## src/rtl/db_lut_pkg.sv

```systemverilog
// ============================================================================
// Module : db_lut_pkg
// Brief  : HEVC deblocking tC/beta tables, index limits and index clipping
// Rev    : 1.0  initial release
// ============================================================================
`default_nettype none

package db_lut_pkg;

  localparam logic signed [7:0] TC_IDX_MAX   = 8'sd53;
  localparam logic signed [7:0] BETA_IDX_MAX = 8'sd51;

  localparam logic [4:0] TC_TABLE [0:53] = '{
    5'd0,  5'd0,  5'd0,  5'd0,  5'd0,  5'd0,  5'd0,  5'd0,  5'd0,  5'd0,
    5'd0,  5'd0,  5'd0,  5'd0,  5'd0,  5'd0,  5'd0,  5'd0,  5'd1,  5'd1,
    5'd1,  5'd1,  5'd1,  5'd1,  5'd1,  5'd1,  5'd1,  5'd2,  5'd2,  5'd2,
    5'd2,  5'd3,  5'd3,  5'd3,  5'd3,  5'd4,  5'd4,  5'd4,  5'd5,  5'd5,
    5'd6,  5'd6,  5'd7,  5'd8,  5'd9,  5'd10, 5'd11, 5'd13, 5'd14, 5'd16,
    5'd18, 5'd20, 5'd22, 5'd24
  };

  localparam logic [6:0] BETA_TABLE [0:51] = '{
    7'd0,  7'd0,  7'd0,  7'd0,  7'd0,  7'd0,  7'd0,  7'd0,  7'd0,  7'd0,
    7'd0,  7'd0,  7'd0,  7'd0,  7'd0,  7'd0,  7'd6,  7'd7,  7'd8,  7'd9,
    7'd10, 7'd11, 7'd12, 7'd13, 7'd14, 7'd15, 7'd16, 7'd17, 7'd18, 7'd20,
    7'd22, 7'd24, 7'd26, 7'd28, 7'd30, 7'd32, 7'd34, 7'd36, 7'd38, 7'd40,
    7'd42, 7'd44, 7'd46, 7'd48, 7'd50, 7'd52, 7'd54, 7'd56, 7'd58, 7'd60,
    7'd62, 7'd64
  };

  function automatic logic [5:0] clip_idx(input logic signed [7:0] v,
                                          input logic signed [7:0] hi);
    if (v < 8'sd0)
      return 6'd0;
    else if (v > hi)
      return hi[5:0];
    else
      return v[5:0];
  endfunction

endpackage

`default_nettype wire

```

## src/rtl/db_lut_lane.sv

```systemverilog
// ============================================================================
// Module : db_lut_lane
// Brief  : one lane of tc/beta index arithmetic (S1) and table lookup (S2);
//          beta path present only when DB_LUT_BETA_EN is defined
// Rev    : 1.0  initial release
// ============================================================================
`default_nettype none

module db_lut_lane
  import db_lut_pkg::*;
#(
  parameter int BIT_DEPTH = 8,
  parameter int TC_W      = 5 + BIT_DEPTH - 8,
  parameter int BETA_W    = 7 + BIT_DEPTH - 8
)(
  input  logic              clk,
  input  logic              rst_n,
  input  logic              ld_s1,
  input  logic              ld_s2,
  input  logic [5:0]        qp_p,
  input  logic [5:0]        qp_q,
  input  logic [1:0]        bs,
  input  logic [3:0]        tc_off,
  input  logic [3:0]        beta_off,
  output logic [TC_W-1:0]   tc,
  output logic [BETA_W-1:0] beta,
  output logic [1:0]        bs_out
);

  logic [6:0]        w_qpl;
  logic              w_bs_strong;
  logic signed [7:0] w_tsum;
  logic [5:0]        r_tidx;
  logic [1:0]        r_bs1;
  logic [1:0]        r_bs2;
  logic [TC_W-1:0]   r_tc;
  logic [TC_W-1:0]   w_tc_scaled;

  assign w_qpl       = 7'(({1'b0, qp_p} + {1'b0, qp_q} + 7'd1) >> 1);
  // bs=3 is illegal and behaves exactly like bs=2
  assign w_bs_strong = bs[1];
  assign w_tsum      = signed'({1'b0, w_qpl}) + (w_bs_strong ? 8'sd2 : 8'sd0)
                     + signed'({{3{tc_off[3]}}, tc_off, 1'b0});
  assign w_tc_scaled = TC_W'(TC_TABLE[r_tidx]) << (BIT_DEPTH - 8);

  always_ff @(posedge clk or negedge rst_n) begin
    if (!rst_n) begin
      r_tidx <= '0;
      r_bs1  <= '0;
      r_bs2  <= '0;
      r_tc   <= '0;
    end else begin
      if (ld_s1) begin
        r_tidx <= clip_idx(w_tsum, TC_IDX_MAX);
        r_bs1  <= w_bs_strong ? 2'd2 : bs;
      end
      if (ld_s2) begin
        r_bs2 <= r_bs1;
        r_tc  <= (r_bs1 == 2'd0) ? '0 : w_tc_scaled;
      end
    end
  end

  assign tc     = r_tc;
  assign bs_out = r_bs2;

`ifdef DB_LUT_BETA_EN
  logic signed [7:0] w_bsum;
  logic [5:0]        r_bidx;
  logic [BETA_W-1:0] r_beta;

  assign w_bsum = signed'({1'b0, w_qpl}) + signed'({{3{beta_off[3]}}, beta_off, 1'b0});

  always_ff @(posedge clk or negedge rst_n) begin
    if (!rst_n) begin
      r_bidx <= '0;
      r_beta <= '0;
    end else begin
      if (ld_s1) r_bidx <= clip_idx(w_bsum, BETA_IDX_MAX);
      if (ld_s2) r_beta <= BETA_W'(BETA_TABLE[r_bidx]) << (BIT_DEPTH - 8);
    end
  end

  assign beta = r_beta;
`else
  logic w_unused_beta;
  assign w_unused_beta = ^beta_off;
  assign beta          = '0;
`endif

endmodule

`default_nettype wire

```

## src/rtl/db_lut_tc_beta_pipe.sv

```systemverilog
// ============================================================================
// Module : db_lut_tc_beta_pipe
// Brief  : two-stage valid/ready tC/beta threshold pipe over N_CH lanes;
//          beta path built only when DB_LUT_BETA_EN is defined
// Rev    : 1.0  initial release
// ============================================================================
`default_nettype none

module db_lut_tc_beta_pipe #(
  parameter int N_CH      = 4,
  parameter int BIT_DEPTH = 8,
  parameter int TC_W      = 5 + BIT_DEPTH - 8,
  parameter int BETA_W    = 7 + BIT_DEPTH - 8
)(
  input  logic                   clk,
  input  logic                   rst_n,
  input  logic                   in_valid_i,
  output logic                   in_ready_o,
  input  logic [N_CH*6-1:0]      qp_p_i,
  input  logic [N_CH*6-1:0]      qp_q_i,
  input  logic [N_CH*2-1:0]      bs_i,
  input  logic [3:0]             tc_offset_div2_i,
  input  logic [3:0]             beta_offset_div2_i,
  output logic                   out_valid_o,
  input  logic                   out_ready_i,
  output logic [N_CH*TC_W-1:0]   tc_o,
  output logic [N_CH*BETA_W-1:0] beta_o,
  output logic [N_CH*2-1:0]      bs_o
);

  logic r_s1_valid;
  logic r_out_valid;
  logic w_en1;
  logic w_en2;
  logic w_ld_s1;
  logic w_ld_s2;

  // each stage advances when its downstream slot is empty or draining
  assign w_en2   = !r_out_valid | out_ready_i;
  assign w_en1   = !r_s1_valid | w_en2;
  assign w_ld_s1 = w_en1 & in_valid_i;
  assign w_ld_s2 = w_en2 & r_s1_valid;

  always_ff @(posedge clk or negedge rst_n) begin
    if (!rst_n) begin
      r_s1_valid  <= 1'b0;
      r_out_valid <= 1'b0;
    end else begin
      if (w_en1) r_s1_valid  <= in_valid_i;
      if (w_en2) r_out_valid <= r_s1_valid;
    end
  end

  assign in_ready_o  = w_en1;
  assign out_valid_o = r_out_valid;

  for (genvar g = 0; g < N_CH; g++) begin : g_lane
    db_lut_lane #(
      .BIT_DEPTH (BIT_DEPTH),
      .TC_W      (TC_W),
      .BETA_W    (BETA_W)
    ) u_lane (
      .clk      (clk),
      .rst_n    (rst_n),
      .ld_s1    (w_ld_s1),
      .ld_s2    (w_ld_s2),
      .qp_p     (qp_p_i[g*6 +: 6]),
      .qp_q     (qp_q_i[g*6 +: 6]),
      .bs       (bs_i[g*2 +: 2]),
      .tc_off   (tc_offset_div2_i),
      .beta_off (beta_offset_div2_i),
      .tc       (tc_o[g*TC_W +: TC_W]),
      .beta     (beta_o[g*BETA_W +: BETA_W]),
      .bs_out   (bs_o[g*2 +: 2])
    );
  end

endmodule

`default_nettype wire
```

## config.mk

```make
export PLATFORM = sky130hd
export DESIGN_NAME = db_lut_tc_beta_pipe
export DESIGN_NICKNAME = d
export VERILOG_FILES = /design/src/rtl/db_lut_pkg.sv /design/src/rtl/db_lut_lane.sv /design/src/rtl/db_lut_tc_beta_pipe.sv
export SDC_FILE = /design/constraint.sdc
export NUM_CORES = 1
export LEC_CHECK = 0
export BUFFER_PORTS_ARGS = -buffer_cell sky130_fd_sc_hd__buf_2
export CAP_MARGIN = 20
export CORE_UTILIZATION = 25
export CTS_BUF_LIST = sky130_fd_sc_hd__clkbuf_8 sky130_fd_sc_hd__clkbuf_16
export DETAILED_ROUTE_END_ITERATION = 8
export SYNTH_ARGS = -nofsm -noshare
export SYNTH_HDL_FRONTEND = slang
export SYNTH_SLANG_ARGS = --single-unit
export TNS_END_PERCENT = 100
```

## constraint.sdc

```tcl
create_clock -name clk -period 4.99 [get_ports clk]
set_clock_uncertainty 0.2 [all_clocks]
set_input_delay 0.7485 -clock clk [delete_from_list [all_inputs] [get_ports clk]]
set_output_delay 0.7485 -clock clk [all_outputs]
set_load 0.005 [all_outputs]
```

==> summary.txt, run 1 <==
Global routing
  – Antenna violations before repair: 1
  – First-pass GRT wire length: a little under 20,000 um
  – Pin count of the biggest net entering global routing: 63
  – Vias in the first global route: between 4k and 5k
  – Overall routing resource usage: approximately 11%
  – Total congestion overflow after global routing: 0

Critical path
  – Setup slack on the worst flop-to-flop path: approximately 2.9 ns
  – Data arrival time at the worst-slack endpoint: between 3 and 4 ns
  – Critical path launch point type: primary input
  – Critical path required time: around 5.0 ns
  – Highest fanout seen on the critical path: 6
  – CP Capture Type: flop
  – R2R depth: 5
  – Type of the setup path with the least slack: primary input to flop
  – Crit Reg-Reg Startpoint: r_s1_valid
  – Reg2reg end: g_lane[2].u_lane.r_tidx[1]

Route
  – Drt first pass iters: 4
  – Detail Route Antenna Nets: 0
  – Overall routed net length: 12,000 um
  – Average routed wire per standard cell: ~12 um
  – Vias: 4,395
  – Remaining routing DRC violations: 0
  – Post-detailed-route via-to-cell ratio: around 4.3
  – Initial detailed-routing violation count: 241

Layout
  – Non-Filler Cell Area, Final: between 6000 and 7000 sq um
  – Most common library cell in the layout ignoring fill and taps: sky130_fd_sc_hd__buf_2
  – Area grow syn2layout: 16.6%
  – Most frequent cells in the layout: 93 x sky130_fd_sc_hd__buf_2, 86 x sky130_fd_sc_hd__nand2_1, 72 x sky130_fd_sc_hd__ha_1, 62 x sky130_fd_sc_hd__dfrtp_1, 54 x sky130_fd_sc_hd__o21ai_0
  – Net count, final: 881
  – Fraction of layout cells with a size suffix above 1: 18.0%

Yosys
  – Seq/Total Area, Yosys: around 28%
  – Library cells used by synthesis: 47
  – Average instance area after synthesis: around 8.6 sq um
  – Most common flop cell mapped by yosys: sky130_fd_sc_hd__dfrtp_1
  – Synthesized netlist cell count: 643
  – Flop and latch count out of synthesis: 62
  – Cell area after technology mapping: between 5000 and 6000 sq um
  – Number of synthesized flops with an enable pin: 0
  – Warnings, synthesis: 0
  – Post-synth ARST share: between 90% and 100%

Status
  – Result of the run: finished clean

Floorplanning
  – Initial cell density of the core: between 20% and 30%
  – Count of standard-cell rows: 54
  – Die width: 151 um
  – Floorplan die area: 22,700 sq um
  – CORE AREA: 21,800 sq um
  – Die Y: around 150 um
  – Top-Level Pins: between 100 and 150

Flow run
  – Number of maximum-capacitance constraint violations: 0

Timing
  – Transition time at the pin with the least slew margin: around 0.78 ns
  – Hold Vio Cnt, Final: 0
  – Worst setup slack after layout: ~1.1 ns
  – Minimum period implied by the final worst setup slack: roughly 3.9 ns
  – Final count of pins violating max slew: 0
  – Max Clock Freq: around 260 MHz
  – Unrepaired setup endpoints after global routing: no
  – Count of final setup violators: 0
  – Normalized max-slew margin: 48.2%
  – Final Cycle Share: ~77%
  – Total Neg Setup Slack: 0 ns

Clock tree
  – Buffer levels on the longest clock path: 2
  – # hold bufs at CTS: 0
  – Clock buffers created by TritonCTS: 9
  – CTS Sinks: between 60 and 70
  – Max H-tree Level: 3
  – Post-CTS Setup Bufs: 0
  – Clock latency at the later pin of the worst-skew pair: about 0.32 ns
  – Clock transition at the registers of the reported paths: about 0.050 ns
  – Root buffer selected by CTS: sky130_fd_sc_hd__clkbuf_16
  – CTS tree: yes
  – Number of gates given a new drive strength after cts: 0

Worst hold path
  – Startpoint of the lowest-slack hold path: g_lane[1].u_lane.tc[3]
  – Hold path cells: 2
  – Min-delay worst type: flop to flop
  – Endpoint of the worst hold path: g_lane[1].u_lane.tc[3]

Place
  – Final GP Congestion: about 0.78
  – Placement-stage worst setup slack: ~0.83 ns
  – IO Port Bufs: 93
  – Dpl hpwl: 9810 um
  – Post-placement cell area: just over 6000 sq um

Pwr
  – Power per standard cell area: ~390 nW/um^2
  – Maximum vdd ir drop: around 0.12 mV
  – Leakage Power: roughly 0.0032 uW
  – Overall power of the completed layout: 2500 uW
-- cell families (layout without fill, tap and decap cells) --
kind of cell	count (synthesis)	count (layout)	share of synthesized area, %
XOR/XNOR	23	23	3.65
AND/OR/NAND/NOR	197	197	16.8
buffers and inverters	96	159	8.52
other	1	29	0.0679
AO/OA/AOI/OAI	165	165	19.3
multiplexers	15	15	2.90
flip-flops	62	62	28.1
adder cells (fa/ha/maj)	84	84	20.7
-- worst max-delay path by stage --
| stage | startpoint | to | slack (ns) |
|---|---|---|---|
| 2_1_floorplan | qp_q_i[18] | g_lane[3].u_lane.r_tidx[1] | 1.20 |
| 3_3_place_gp | qp_q_i[18] | g_lane[3].u_lane.r_tidx[1] | 0.86 |
| 3_5_place_dp | qp_q_i[12] | g_lane[2].u_lane.r_tidx[1] | 0.83 |
| 4_1_cts | qp_q_i[12] | g_lane[2].u_lane.r_tidx[1] | 1.15 |
| 5_1_grt | qp_q_i[12] | g_lane[2].u_lane.r_tidx[3] | 0.85 |
| 6_report | qp_q_i[12] | g_lane[2].u_lane.r_tidx[1] | 1.13 |
-- cell type report --
| class | instances | area [sq um] |
|---|---|---|
| fill | 2394 | 15300 |
| inverter | 49 | 184 |
| timing repair buffer | 95 | 480 |
| antenna | 1 | 2.50 |
| clock inverter | 4 | 16.3 |
| sequential | 62 | 1550 |
| multi-input combinational | 512 | 3600 |
| tap | 280 | 350 |
| clock buffer | 11 | 253 |
-- critical path, cell delays in order --
cell                      delay, ns
sky130_fd_sc_hd__buf_2         0.09
sky130_fd_sc_hd__or2_1         0.25
sky130_fd_sc_hd__fa_1          0.41
sky130_fd_sc_hd__nand2_1       0.08
sky130_fd_sc_hd__nand2_1       0.06
sky130_fd_sc_hd__a21oi_1       0.22
sky130_fd_sc_hd__o21ai_0       0.13
sky130_fd_sc_hd__a21o_1        0.23
sky130_fd_sc_hd__ha_1          0.28
sky130_fd_sc_hd__ha_1          0.35
sky130_fd_sc_hd__a21o_1        0.19
sky130_fd_sc_hd__a21oi_1       0.13
sky130_fd_sc_hd__o21ai_0       0.13
sky130_fd_sc_hd__mux2_2        0.35
sky130_fd_sc_hd__o31ai_1       0.24
-- through the flow --
| step | instances | utilization (%) | hold slack [ns] |
|---|---|---|---|
| floorplan | 670 | - | 0.253 |
| finish | 1014 | 29.6 | 0.264 |
| detailed placement | 998 | 28.3 | 0.260 |
| CTS | 1013 | 29.6 | 0.270 |
| global placement | 998 | 28.3 | 0.260 |
| global route | 1013 | 29.6 | 0.295 |
-- cell usage after synthesis (15+ instances only) --
cell | n | area (sq um)
sky130_fd_sc_hd__nor2_1 | 36 | 135
sky130_fd_sc_hd__buf_4 | 28 | 210
sky130_fd_sc_hd__nor3_1 | 24 | 120
sky130_fd_sc_hd__nand2_1 | 86 | 323
sky130_fd_sc_hd__clkbuf_1 | 15 | 56.3
sky130_fd_sc_hd__xor2_1 | 18 | 158
sky130_fd_sc_hd__inv_1 | 49 | 184
sky130_fd_sc_hd__nand2b_1 | 19 | 119
sky130_fd_sc_hd__a21oi_1 | 35 | 175
sky130_fd_sc_hd__dfrtp_1 | 62 | 1550
sky130_fd_sc_hd__ha_1 | 72 | 901
sky130_fd_sc_hd__o21ai_0 | 54 | 270
-- sequential cells by signal (all words and copies together) (netlist names) --
register	flops
g_lane.u_lane.bs_out	8
out_valid_o	1
g_lane.u_lane.tc	20
g_lane.u_lane.r_bs1	8
r_s1_valid	1
g_lane.u_lane.r_tidx	24
-- power by group --
group / switching [uW] / internal (uW)
logic: 603 / 524
registers: 180 / 633
clock network: 202 / 353
-- layer usage --
layer | track usage, % | vias up | wire, um
met5 | 0 | - | 0
met1 | 16.1 | 1942 | 6260
met3 | 1.97 | 6 | 596
li1 | - | 2364 | -
met2 | 16.3 | 83 | 5010
met4 | 3.60 | 0 | 106
(Power assumes the default switching activity.)
==> run 2, diff against run 1 <==
--- a/config.mk
+++ b/config.mk
@@ -5,6 +5,7 @@
 export SDC_FILE = /design/constraint.sdc
 export NUM_CORES = 1
 export LEC_CHECK = 0
+export ABC_AREA = 1
 export BUFFER_PORTS_ARGS = -buffer_cell sky130_fd_sc_hd__buf_2
 export CAP_MARGIN = 20
 export CORE_UTILIZATION = 25
==> constraint.sdc (replaced) <==
create_clock -name clk -period 3.4 [get_ports clk]
set_clock_uncertainty 0.2 [all_clocks]
set_input_delay 0.51 -clock clk [delete_from_list [all_inputs] [get_ports clk]]
set_output_delay 0.51 -clock clk [all_outputs]
set_load 0.005 [all_outputs]
==> run 2 against run 1 <==
Compared with the run above:
- setup slack worse by 0.89 ns
- sequential share of layout area down 1.0 points
- critical path depth rose by 6
- highest routed layer is now met5
==> summary.txt, run 2 <==
Route
  – Detail Route Antenna Nets: 0 (unchanged)
  – Average routed wire per standard cell: 10.5 um (-11%)
  – Post-detailed-route via-to-cell ratio: 4.17 (-3.9%)
  – Vias: 4,828 (+9.9%)
  – Drt first pass iters: 5 (+1)
  – Overall routed net length: 12,200 um (+1.8%)
  – Initial detailed-routing violation count: 170 (-29%)
  – Remaining routing DRC violations: 0 (unchanged)

Clock tree
  – Root buffer selected by CTS: sky130_fd_sc_hd__clkbuf_16
  – Max H-tree Level: 3 (unchanged)
  – Buffer levels on the longest clock path: 2 (unchanged)
  – # hold bufs at CTS: 0 (unchanged)
  – Post-CTS Setup Bufs: 0 (unchanged)
  – CTS tree: yes
  – Clock buffers created by TritonCTS: 9 (unchanged)
  – Clock transition at the registers of the reported paths: 0.05 ns (about the same)
  – Clock latency at the later pin of the worst-skew pair: 0.33 ns (about the same)
  – CTS Sinks: 62 (unchanged)

Global routing
  – First-pass GRT wire length: 20,100 um (+2.0%)
  – Vias in the first global route: 4,358 (+8.6%)
  – Total congestion overflow after global routing: 0 (unchanged)
  – Antenna violations before repair: 1 (unchanged)
  – Overall routing resource usage: 11.2% (+0.18 points)
  – Pin count of the biggest net entering global routing: 39 (-38%)

Yosys
  – Post-synthesis xor/xnor area fraction: 2.23% (-1.4 points)
  – List of most frequent post-synthesis cells: 229 x sky130_fd_sc_hd__nand2_1, 102 x sky130_fd_sc_hd__inv_1, 72 x sky130_fd_sc_hd__ha_1
  – Post-Synth Simple-Gate Area: 26.4% (+9.6 points)
  – Library cell with the largest summed area after synthesis: sky130_fd_sc_hd__dfrtp_1
  – Number of synthesized flops with an enable pin: 0 (unchanged)
  – Dominant combinational cell family by area after synthesis: simple AND/OR/NAND/NOR gates
  – Share of the synthesized area in compound gates (AO/OA/AOI/OAI): 10.7% (-8.6 points)
  – Flop and latch count out of synthesis: 62 (unchanged)
  – Cell area after technology mapping: 5510 sq um (-0.23%)
  – Post-synth ARST share: 100% (unchanged)
  – Warnings, synthesis: 0 (unchanged)
  – Library cells used by synthesis: 28 (-40%)
  – Yosys top cell area share: 28.2% (+0.064 points)
  – Average instance area after synthesis: 7.26 sq um (-15%)
  – Most common flop cell mapped by yosys: sky130_fd_sc_hd__dfrtp_1
  – Mux contribution to synthesized area: 0% (-2.9 points)
  – Most common cell in the netlist: sky130_fd_sc_hd__nand2_1
  – Synthesized netlist cell count: 759 (+18%)
  – Seq/Total Area, Yosys: 28.2% (+0.064 points)
  – Area contributors post-synth: sky130_fd_sc_hd__dfrtp_1 28%, sky130_fd_sc_hd__ha_1 16%, sky130_fd_sc_hd__nand2_1 16%
  – Adder-cell share of the synthesized area: 20.7% (+0.047 points)

Floorplanning
  – Die width: 150 um (-0.11%)
  – Count of standard-cell rows: 53 (-1.9%)
  – Floorplan die area: 22,600 sq um (-0.23%)
  – Die Y: 150 um (-0.11%)
  – CORE AREA: 21,300 sq um (-2.2%)
  – Top-Level Pins: 126 (unchanged)
  – Initial cell density of the core: 25.9% (+0.50 points)

Timing
  – Final count of pins violating max slew: 0 (unchanged)
  – Worst setup slack after layout: 0.247 ns (-0.887 ns)
  – Hold Vio Cnt, Final: 0 (unchanged)
  – Max Clock Freq: about 320 MHz
  – Minimum period implied by the final worst setup slack: 3.15 ns
  – Transition time at the pin with the least slew margin: 0.696 ns (-0.0810 ns)
  – Count of final setup violators: 0 (unchanged)
  – Normalized max-slew margin: 53.6% (+5.4 points)
  – Worst hold margin: 0.0198 ns (-0.244 ns)
  – Final Cycle Share: about 90%

Pwr
  – Leakage Power: 0.00371 uW (+17%)
  – Maximum vdd ir drop: 0.193 mV (+57%)
  – Overall power of the completed layout: 3800 uW (+52%)
  – Power per standard cell area: 565 nW/um^2 (+46%)

Layout
  – Most common library cell in the layout ignoring fill and taps: sky130_fd_sc_hd__nand2_1
  – Largest register FFs: 24 (unchanged)
  – Antenna Diode Count: 0 (-1)
  – Net count, final: 1,031 (+17%)
  – Area grow syn2layout: 21.9%
  – Fraction of layout cells with a size suffix above 1: 17.4% (-0.59 points)
  – Reg with most FFs: g_lane.u_lane.r_tidx
  – Post-layout utilization of the core: 31.6% (+2.0 points)
  – Most frequent cells in the layout: 229 x sky130_fd_sc_hd__nand2_1, 103 x sky130_fd_sc_hd__inv_1, 93 x sky130_fd_sc_hd__buf_2, 71 x sky130_fd_sc_hd__ha_1, 62 x sky130_fd_sc_hd__dfrtp_1

Worst hold path
  – Min-delay worst type: primary input to asynchronous set/reset pin

Critical path
  – Cell type with the highest occurrence count on the critical path: sky130_fd_sc_hd__nand2_1
  – Crit-path cells: buf_2 > nor2_1 > inv_1 > fa_1 > nand3_1 > nand3_1 > nand2_1 > nand2_1 > a21oi_2 > inv_1 > ha_1 > ha_1 > a21oi_1 > nand2_1 > nand2_1 > nand2_1 > inv_1 > nand2_1 > nor2_1 > nand2_1 > nand2_1
  – Setup slack on the worst flop-to-flop path: 1.62 ns (-1.32 ns)
  – Critical path launch point type: primary input
  – CP Capture Type: flop
  – Highest fanout seen on the critical path: 4 (-2)
  – Crit Reg-Reg Startpoint: out_valid_o
  – Highest cell delay on the worst timing path: 0.39 ns (-0.02 ns)
  – Type of the setup path with the least slack: primary input to flop
  – R2R depth: 7 (+2)
  – Critical path required time: 3.47 ns (-1.55 ns)
  – Critical-path top delay cell: sky130_fd_sc_hd__fa_1
  – Critical path startpoint: qp_q_i[6]
  – Data arrival time at the worst-slack endpoint: 3.22 ns (-0.67 ns)

Place
  – Dpl hpwl: 10,200 um (+3.8%)
  – IO Port Bufs: 93 (unchanged)
  – Placement-stage worst setup slack: -0.153 ns (-0.980 ns)
  – Final GP Congestion: 0.822 (+5.5%)

Status
  – Result of the run: finished clean

Flow run
  – Number of maximum-capacitance constraint violations: 0 (unchanged)
## run 2: power by group
part | switching [uW] | internal (uW) | leakage (uW)
combinational | 1010 | 735 | 0.00275
sequential | 184 | 950 | 0.000799
clock | 314 | 600 | 0.000156
total | 1510 | 2290 | 0.00371
## run 2: metrics by stage
stage                     std cells  cell area [sq um]   TNS, ns
after CTS                      1159               6670         0
after detailed placement       1143               6370     -2.10
after floorplan                 786               5610         0
after global routing           1159               6720  -0.00531
after global placement         1143               6370     -1.35
final                          1159               6720         0
## run 2: path summary, 6_finish.rpt
path,endpoint
worst max-delay path,g_lane[1].u_lane.r_tidx[1]
worst min-delay path,g_lane[3].u_lane.r_tidx[0]
worst max register to register,g_lane[2].u_lane.tc[4]
worst min register to register,g_lane[1].u_lane.tc[1]
max in group asynchronous,g_lane[1].u_lane.r_bs1[0]
min in group clk,g_lane[2].u_lane.r_bs1[0]
## run 2: routing by layer
| metal | share of wire (%) | vias to the layer above | GRT usage [%] |
|---|---|---|---|
| met3 | 3.7 | 8 | 1.76 |
| met5 | 0.082 | - | 0 |
| met4 | 0.90 | 2 | 4.55 |
| met1 | 50 | 2105 | 14.9 |
| met2 | 45 | 87 | 18.1 |
| li1 | - | 2626 | - |
## run 2: cell type report
cell class / instances / area (sq um)
flip-flops and latches: 62 / 1550
clock buffers: 11 / 253
multi-input cells: 582 / 3460
fillers: 2271 / 14600
clock inverters: 5 / 48.8
well taps: 275 / 344
repair buffers: 118 / 666
inverters: 106 / 398
## run 2: what timing repair did
item                                    in CTS  in global routing
resized for setup                            0                  9
endpoints found under the setup margin       0                 20
hold endpoints to repair                     0                  0
## run 2: cell families after synthesis
family / Yosys count
compound gates: 109
fa+ha+maj: 84
buf+inv: 142
flops: 62
xor+xnor: 14
other cells: 1
simple gates: 347
## run 2: worst max-delay path, delay by kind of cell
family	cells	cell delay, ns
AND/OR/NAND/NOR	12	1.04
adder cells (fa/ha/maj)	3	1.01
AO/OA/AOI/OAI	2	0.36
buffers and inverters	4	0.29
==> run 3, diff against run 2 <==
--- a/config.mk
+++ b/config.mk
@@ -13,5 +13,6 @@
 export DETAILED_ROUTE_END_ITERATION = 8
 export SYNTH_ARGS = -nofsm -noshare
 export SYNTH_HDL_FRONTEND = slang
+export SYNTH_HIERARCHICAL = 1
 export SYNTH_SLANG_ARGS = --single-unit
 export TNS_END_PERCENT = 100
==> run 3 against run 2 <==
Compared with the run above:
- fmax hardly changed
- via count rose by 23%
- combinational power rose by 17%
- utilization grew 0.16 points
- clock-buffer cell count unchanged
- hold slack improved by 0.18 ns
- largest power group unchanged
==> summary.txt, run 3 <==
Critical path
  – Reg2reg end: g_lane[1].u_lane/r_bs1[0]
  – Critical path launch point type: primary input
  – Setup slack on the worst flop-to-flop path: 1.45 ns (-0.17 ns)
  – Crit Reg-Reg Startpoint: out_valid_o
  – Data arrival time at the worst-slack endpoint: 3.21 ns (about the same)
  – Critical path required time: 3.46 ns (about the same)
  – Highest fanout seen on the critical path: 6 (+2)
  – Critical-path top delay cell: sky130_fd_sc_hd__fa_1
  – Crit-path cells: buf_2 > ha_1 > nand2_1 > o21ai_1 > xor2_1 > inv_1 > ha_2 > inv_1 > fa_1 > inv_1 > nand3_1 > nand4_1 > nand2_1 > nor2_2 > nand4_1 > nand2_1
  – Type of the setup path with the least slack: primary input to flop
  – Highest cell delay on the worst timing path: 0.43 ns (+0.04 ns)
  – Buf/Inv on CP: 4 (unchanged)
  – R2R depth: 7 (unchanged)
  – Worst path top cell family by delay: adder cells
  – CP Capture Type: flop

Pwr
  – Power per standard cell area: 519 nW/um^2 (-8.1%)
  – Leakage Power: 0.00426 uW (+15%)
  – Maximum vdd ir drop: 0.236 mV (+22%)

Yosys
  – Library cells used by synthesis: 35 (+25%)
  – Most common flop cell mapped by yosys: sky130_fd_sc_hd__dfrtp_1
  – Most common cell in the netlist: sky130_fd_sc_hd__nand2_1
  – Flop and latch count out of synthesis: 62 (unchanged)
  – Average instance area after synthesis: 6.78 sq um (-6.6%)
  – Warnings, synthesis: 6 (+6)
  – Yosys top cell area share: 24.8% (-3.3 points)
  – Seq/Total Area, Yosys: 24.8% (-3.3 points)
  – Area contributors post-synth: sky130_fd_sc_hd__dfrtp_1 25%, sky130_fd_sc_hd__nand2_1 17%, sky130_fd_sc_hd__ha_1 14%
  – List of most frequent post-synthesis cells: 279 x sky130_fd_sc_hd__nand2_1, 140 x sky130_fd_sc_hd__inv_1, 68 x sky130_fd_sc_hd__ha_1
  – Synthesized netlist cell count: 922 (+21%)
  – Post-synth ARST share: 100% (unchanged)
  – Number of synthesized flops with an enable pin: 0 (unchanged)
  – Cell area after technology mapping: 6250 sq um (+13%)
  – Library cell with the largest summed area after synthesis: sky130_fd_sc_hd__dfrtp_1

Timing
  – Total Neg Setup Slack: 0 ns (unchanged)
  – Transition time at the pin with the least slew margin: 0.624 ns (-0.0721 ns)
  – Count of final setup violators: 0 (unchanged)
  – Final count of pins violating max slew: 0 (unchanged)
  – Max Clock Freq: 317 MHz (about the same)
  – Final Cycle Share: 92.7% (about the same)
  – Minimum period implied by the final worst setup slack: 3.15 ns (-0.000511 ns)
  – Normalized max-slew margin: 58.3% (+4.8 points)
  – Hold Vio Cnt, Final: 0 (unchanged)

Layout
  – Net count, final: 1,208 (+17%)
  – Most frequent cells in the layout: 278 x sky130_fd_sc_hd__nand2_1, 140 x sky130_fd_sc_hd__inv_1, 93 x sky130_fd_sc_hd__buf_2, 62 x sky130_fd_sc_hd__dfrtp_1, 55 x sky130_fd_sc_hd__ha_1
  – Antenna Diode Count: 0 (unchanged)
  – Non-Filler Cell Area, Final: 7740 sq um (+15%)
  – Fraction of layout cells with a size suffix above 1: 21.4% (+4.0 points)
  – Largest register FFs: 24 (unchanged)
  – Multi-input logic area: 4120 sq um (+19%)
  – Post-layout utilization of the core: 31.7% (+0.16 points)
  – Most common library cell in the layout ignoring fill and taps: sky130_fd_sc_hd__nand2_1
  – Count of non-filler cells in the finished layout: 1,392 (+20%)
  – Reg with most FFs: g_lane.u_lane/r_tidx
  – Area grow syn2layout: 23.8%
  – Fillcell total: 2,666 (+17%)
  – Sequential Area: 1550 sq um (unchanged)

Clock tree
  – Post-CTS Setup Bufs: 0 (unchanged)
  – Max H-tree Level: 3 (unchanged)
  – Buffer levels on the longest clock path: 2 (unchanged)
  – Clock latency at the later pin of the worst-skew pair: 0.33 ns (about the same)
  – Root buffer selected by CTS: sky130_fd_sc_hd__clkbuf_16
  – Clock transition at the registers of the reported paths: 0.05 ns (about the same)
  – CTS Sinks: 62 (unchanged)
  – Clock buffers created by TritonCTS: 9 (unchanged)
  – CTS tree: yes

Status
  – Result of the run: finished clean

Route
  – Post-detailed-route via-to-cell ratio: 4.27 (+2.5%)
  – Drt first pass iters: 4 (-1)
  – Remaining routing DRC violations: 0 (unchanged)
  – Average routed wire per standard cell: 10.3 um (-2.2%)
  – Overall routed net length: 14,300 um (+17%)
  – Detail Route Antenna Nets: 0 (unchanged)
  – Vias: 5,942 (+23%)
  – Initial detailed-routing violation count: 234 (+38%)

Global routing
  – Overall routing resource usage: 11.2% (-0.041 points)
  – Total congestion overflow after global routing: 0 (unchanged)
  – Vias in the first global route: 5,273 (+21%)
  – Antenna violations before repair: 0 (-1)
  – Pin count of the biggest net entering global routing: 63 (+62%)
  – First-pass GRT wire length: 24,100 um (+19%)

Floorplanning
  – Count of standard-cell rows: 57 (+7.5%)
  – Floorplan die area: 25,600 sq um (+13%)
  – Die Y: 160 um (+6.4%)
  – Die width: 160 um (+6.4%)
  – Initial cell density of the core: 25.6% (-0.26 points)
  – Top-Level Pins: 126 (unchanged)
  – CORE AREA: 24,400 sq um (+15%)

Worst hold path
  – Min-delay worst type: primary input to flop
  – Hold path cells: 3
  – Startpoint of the lowest-slack hold path: in_valid_i
  – Endpoint of the worst hold path: r_s1_valid

Place
  – Cell count after placement: 1,376 (+20%)
  – Dpl hpwl: 11,600 um (+14%)
  – Final GP Congestion: 0.856 (+4.1%)
  – IO Port Bufs: 93 (unchanged)
  – Post-placement cell area: 7330 sq um (+15%)

Flow run
  – Number of maximum-capacitance constraint violations: 0 (unchanged)
[run 3: cell types whose count changed after synthesis, moves of 8 or more]
cell	delta
sky130_fd_sc_hd__xnor2_1	-8
sky130_fd_sc_hd__nand4_1	+38
sky130_fd_sc_hd__nor2_2	+9
sky130_fd_sc_hd__buf_2	-8
sky130_fd_sc_hd__nand2_1	+50
sky130_fd_sc_hd__inv_1	+38
sky130_fd_sc_hd__o21ai_1	-15
sky130_fd_sc_hd__nor2_1	+15
sky130_fd_sc_hd__nand2_2	+15
sky130_fd_sc_hd__nand3_1	-14
[run 3: stage by stage]
stage	hold WS, ns	power [uW]	worst slack, ns
floorplan	0.0144	2550	0.164
global placement	0.258	3120	-0.168
detailed placement	0.265	3150	-0.207
CTS	0.181	4030	0.131
global route	0.216	4440	-0.00927
finish	0.195	4020	0.247
[run 3: final cells by class]
cell class	instances	share of cell area, %
timing repair buffer	138	10.6
sequential	62	20.1
multi-input combinational	703	53.3
clock inverter	4	0.291
tap	324	5.24
clock buffer	11	3.27
inverter	150	7.28
[run 3: how the worst max path moves through the flow]
stage,start,endpoint,slack [ns],cells past startpoint
floorplan,qp_q_i[0],g_lane[0].u_lane/r_tidx[1],0.16,20
global placement,qp_q_i[6],g_lane[1].u_lane/r_tidx[3],-0.17,20
detailed placement,qp_q_i[0],g_lane[0].u_lane/r_tidx[5],-0.21,17
CTS,qp_q_i[0],g_lane[0].u_lane/r_tidx[5],0.13,17
global route,qp_p_i[14],g_lane[2].u_lane/r_tidx[2],-0.009,21
finish,qp_p_i[14],g_lane[2].u_lane/r_tidx[1],0.25,16
[run 3: repair_timing]
| item | in CTS | in global routing |
|---|---|---|
| resized for setup | 0 | 29 |
| hold buffers | 1 | 0 |
| hold endpoints to repair | 11 | 0 |
| endpoints found under the setup margin | 0 | 24 |
[run 3: layer usage]
layer	up-vias	share of wire (%)	wire length, um	global-route usage [%]
li1	3223	-	-	-
met5	-	0	0	0
met2	104	44	6290	17.8
met4	0	1.2	172	3.59
met3	11	2.8	395	1.38
met1	2604	52	7460	15.7
[run 3: report_power, final]
| part | switching (uW) | internal (uW) | total [uW] |
|---|---|---|---|
| Clock | 316 | 524 | 840 |
| Combinational | 1190 | 858 | 2050 |
| Sequential | 192 | 934 | 1130 |
[run 3: kinds of logic (layout without fill, tap and decap cells)]
| family | count (synthesis) | count (layout) | synth area share (%) |
|---|---|---|---|
| XOR/XNOR | 12 | 12 | 1.68 |
| AND/OR/NAND/NOR | 475 | 475 | 34.0 |
| flip-flops | 62 | 62 | 24.8 |
| buffers and inverters | 181 | 303 | 12.6 |
| adder cells (fa/ha/maj) | 76 | 76 | 16.2 |
| AO/OA/AOI/OAI | 112 | 112 | 10.5 |
| other | 4 | 28 | 0.240 |
[run 3: worst min-delay path, stage by stage]
cell and delay (ns):
sky130_fd_sc_hd__buf_2 0.09, sky130_fd_sc_hd__inv_1 0.03, sky130_fd_sc_hd__nand2_1 0.05
